**src/rtl/prod_accumulator.sv**
```systemverilog
// Dot-product accumulator: sums N_TERMS signed products from the shift-add multiplier
// into a saturating AW-bit sum, then presents it with a one-cycle valid pulse.
module prod_accumulator #(
    parameter int PW      = 16,
    parameter int AW      = 24,
    parameter int N_TERMS = 8,
    parameter int CW      = 4
) (
    input  logic          clk,
    input  logic          rst,
    input  logic          start,
    input  logic [PW-1:0] prd_in,
    input  logic          prd_en,
    output logic [AW-1:0] acc_out,
    output logic          acc_vld,
    output logic          busy,
    output logic          ovf,
    output logic [CW-1:0] term_cnt
);

    typedef enum logic [2:0] {
        IDLE = 3'b001,
        ACC  = 3'b010,
        DONE = 3'b100
    } state_t;

    state_t        state_q, state_d;
    logic [AW-1:0] acc_q, acc_d;
    logic [AW-1:0] acc_out_q, acc_out_d;
    logic [CW-1:0] cnt_q, cnt_d;
    logic          ovf_q, ovf_d;

    logic [AW-1:0] prd_ext;
    logic [AW-1:0] sum_raw;
    logic [AW-1:0] sum_sat;
    logic          add_ovf;

    // Overflow only when both operands share a sign and the result's sign differs;
    // the clamp direction follows the product's sign.
    assign prd_ext = AW'($signed(prd_in));
    assign sum_raw = acc_q + prd_ext;
    assign add_ovf = (acc_q[AW-1] == prd_ext[AW-1]) && (sum_raw[AW-1] != acc_q[AW-1]);
    assign sum_sat = !add_ovf    ? sum_raw :
                     prd_ext[AW-1] ? {1'b1, {(AW-1){1'b0}}} :
                                     {1'b0, {(AW-1){1'b1}}};

    always_ff @(posedge clk or posedge rst) begin
        if (rst) begin
            state_q   <= IDLE;
            acc_q     <= '0;
            acc_out_q <= '0;
            cnt_q     <= '0;
            ovf_q     <= 1'b0;
        end else begin
            state_q   <= state_d;
            acc_q     <= acc_d;
            acc_out_q <= acc_out_d;
            cnt_q     <= cnt_d;
            ovf_q     <= ovf_d;
        end
    end

    always_comb begin
        state_d   = state_q;
        acc_d     = acc_q;
        acc_out_d = acc_out_q;
        cnt_d     = cnt_q;
        ovf_d     = ovf_q;
        unique case (state_q)
            IDLE, DONE: begin
                state_d = IDLE;
                if (start) begin
                    acc_d   = '0;
                    cnt_d   = '0;
                    ovf_d   = 1'b0;
                    state_d = ACC;
                end
            end
            ACC: begin
                // start outranks a coincident strobe: that product is dropped
                if (start) begin
                    acc_d = '0;
                    cnt_d = '0;
                    ovf_d = 1'b0;
                end else if (prd_en) begin
                    acc_d = sum_sat;
                    cnt_d = cnt_q + CW'(1);
                    ovf_d = ovf_q | add_ovf;
                    if (cnt_q == CW'(N_TERMS - 1)) begin
                        acc_out_d = sum_sat;
                        state_d   = DONE;
                    end
                end
            end
            default: state_d = IDLE;
        endcase
    end

    assign acc_out  = acc_out_q;
    assign acc_vld  = (state_q == DONE);
    assign busy     = (state_q == ACC);
    assign ovf      = ovf_q;
    assign term_cnt = cnt_q;

endmodule

```
**config.mk**
```make
export PLATFORM = sky130hd
export DESIGN_NAME = prod_accumulator
export DESIGN_NICKNAME = d
export VERILOG_FILES = /design/src/rtl/prod_accumulator.sv
export SDC_FILE = /design/constraint.sdc
export NUM_CORES = 1
export LEC_CHECK = 0
export ABC_CLOCK_PERIOD_IN_PS = 5700
export CORE_MARGIN = 2
export CORE_UTILIZATION = 40
export DETAILED_ROUTE_END_ITERATION = 7
export GPL_TIMING_DRIVEN = 0
export PLACE_DENSITY_LB_ADDON = 0.25
export SYNTH_ARGS = -nofsm -noshare
export SYNTH_HDL_FRONTEND = slang
export SYNTH_SLANG_ARGS = --single-unit
```
**constraint.sdc**
```tcl
create_clock -name clk -period 5.7 [get_ports clk]
set_input_delay 1.14 -clock clk [delete_from_list [all_inputs] [get_ports clk]]
set_output_delay 1.14 -clock clk [all_outputs]
set_load 0.01 [all_outputs]
```
==> reports/results.ini <==
[floorplan]
core_area_sq_um = 9110
dieArea_sq_um = 10000
ios = 51
die_w_um = 100
num_rows = 35
start_util = 0.406
die_h_um = 100

[grt]
grt_pass1_vias = 3196
antenna_found_initial = 0
grt_pass1_wl_um = 16000
grt_max_degree = 35
grt_usage = 0.200
overflow = 0

[drt]
vias = 3300
via_per_inst = 5.79
firstDrtPassIters = 4
remaining_drc_errors = 0
first_iter_violations = 169
drtAntennaViolNets = 0
wirelength_um = 9610
routedWlPerCell_um = 16.9

[synthesis]
synth_top_cell_by_area = dfrtp_1
netlist_instances = 400
seq_area_frac_synth = 0.379
synth_flop_cell = dfrtp_1
synth-seq-cells = 56
synthTopCellsByCount = 55 x dfrtp_1, 50 x nand2_1, 40 x a21oi_1
synth-edff-count = 0
yosys_warnings = 0
yosysUniqueCellTypes = 59
async_reset_ff_frac = 1.00
synth_area_leaders = dfrtp_1 37%, ha_1 8.1%, a221o_1 5.7%
synth_top_area_frac = 0.372
synth.most_common_cell = dfrtp_1
synthesis.area_sq_um = 3700
syn-num-nets = 446
avgSynthCellArea_sq_um = 9.24

[critical_path]
worst-path-buf-inv = 2
r2r_start = acc_q[6]
slowest_stage = nor3_1
ff2ff_setup_slack_ns = 1.26
max_stage_delay_ns = 0.68
endpoint = acc_q[14]
cp_top_family = compound AO/OA/AOI/OAI gates
worstPathArrival_ns = 5.48
path_class = input port to flop
cp-start-kind = input port
worst-path-max-fanout = 10
crit_start = prd_in[6]
cp-end-kind = flop
worstPathRequired_ns = 5.90
rr_endpoint = acc_q[14]
cpMostUsedCell = a21oi_1
reg2reg_depth = 13
cp.depth = 14
cp_cell_sequence = clkdlybuf4s50_1 -> ha_1 -> a21oi_1 -> o21ai_0 -> a21oi_1 -> o21ai_1 -> a31oi_2 -> nor2_1 -> a211oi_1 -> fa_1 -> nor3_1 -> nor3_2 -> buf_2 -> a221o_1

[clocking]
clockBufferDepth = 2
htree_levels = 2
numCtsBuffers = 5
post-cts-setup-buffers = 0
cts_root_buf = clkbuf_8
clkTransAtPathRegs_ns = 0.11
cts_tree = done
clkLatencyLatePin_ns = 0.32
cts.sink_count = 56

[run]
drv_cap = 0

[sta]
finalSetupTns_ns = 0
rsz0062_at_grt = no
hold_slack_ns = 0.487
worst_pin_slew_ns = 0.849
period_needed_ns = 5.28
finalSetupViolCount = 0
relSlewSlack = 0.430
hold_violations = 0
max_clock_freq_ghz = 0.189
fin_worst_skew_ns = 0.0136
post-route-period-util = 0.927
drv_slew = 0

[finish]
regArea_sq_um = 1400
multiInputGateArea_sq_um = 2180
final.fill_count = 898
diodes = 0
area_growth_pct = 20.3
final_util = 0.488
num-nets-final = 504
drive_above_1_share = 0.0806

[power_and_ir_drop]
p_leak_nw = 1.97
vdd.ir_drop.worst_mv = 0.157
p_per_area_nw_per_um2 = 362

[placement]
post-dp-hpwl_um = 7240
port_buffers = 50
gp_congestion = 0.883

[worst_hold_path]
hold_class = flop to flop

[run_status]
outcome = complete, no violations

## cell families (layout without fill, tap and decap cells)
kind of cell / count (synthesis) / count (layout) / synth area share
xor+xnor: 21 / 21 / 0.0498
simple gates: 127 / 127 / 0.160
flops: 56 / 56 / 0.379
buf+inv: 27 / 86 / 0.0311
mux: 3 / 3 / 0.00812
fa+ha+maj: 26 / 26 / 0.0921
compound gates: 140 / 140 / 0.279
## area by class of cell
| cell class | instances | area share |
|---|---|---|
| clock inverter | 3 | 0.00478 |
| multi-input combinational | 317 | 0.490 |
| timing repair buffer | 51 | 0.118 |
| tap | 111 | 0.0312 |
| clock buffer | 5 | 0.0155 |
| buffer | 18 | 0.0183 |
| sequential | 56 | 0.315 |
| inverter | 9 | 0.00759 |
## worst reg2reg max path: cells and delay by family, from the launching register on
kind,cells,cell delay [ns]
DFF,1,0.41
adders and majority gates,2,0.93
AOI/OAI and AO/OA,7,1.73
and+or+nand+nor,3,0.99
buffers and inverters,1,0.26
## registers in the layout, indices dropped and copies added, names as in the netlist
name	flops
acc_q	24
ovf	1
state_q	3
term_cnt	4
acc_out	24
## where the power goes
part	leakage, nW	internal, mW	total (mW)	switching [mW]
Clock	0.0445	0.0877	0.226	0.138
Sequential	0.771	0.469	0.521	0.0523
Combinational	1.16	0.349	0.864	0.515
Total	1.97	0.905	1.61	0.705
## worst min-delay path by stage
stage / slack [ns] / cells past startpoint / to / startpoint
floorplan: 0.45 / 2 / acc_q[0] / acc_q[0]
global placement: 0.46 / 2 / acc_out[1] / acc_out[1]
detailed placement: 0.46 / 2 / acc_out[23] / acc_out[23]
CTS: 0.49 / 2 / acc_out[23] / acc_out[23]
global route: 0.52 / 2 / acc_out[23] / acc_out[23]
finish: 0.49 / 2 / acc_out[23] / acc_out[23]
## cell usage in the layout, fill, tap and decap left out, drive strengths merged, types with 8 or more instances in the layout
cell	synthesis	layout
xnor2	13	13
clkdlybuf4s50	0	49
dfrtp	55	55
xor2	8	8
ha	24	24
nand2	50	50
nor2	36	36
clkbuf	13	18
nor3	8	8
a21oi	44	44
o21ai	37	37
inv	9	10
a221o	21	21
## per-layer routing
metal	wire length, um	track usage	vias up
met4	157	0.0558	0
li1	-	-	1587
met2	4510	0.332	84
met1	4590	0.275	1616
met5	0	0	-
met3	351	0.0244	13
## what timing repair did
action                                  CTS  global route
hold buffers                              0             0
endpoints found under the setup margin    0            10
gates resized for setup                   0             1
## per-stage QoR
stage	total power, mW	worst slack [ns]	instance area, sq um	instances
2_1_floorplan	1.17	1.34	3700	400
3_3_place_gp	1.36	-0.138	4340	561
3_5_place_dp	1.38	-0.133	4360	562
4_1_cts	1.61	0.178	4450	570
5_1_grt	1.74	0.153	4450	570
6_report	1.61	0.418	4450	570
Note: power is estimated with default switching activity, not from simulation.
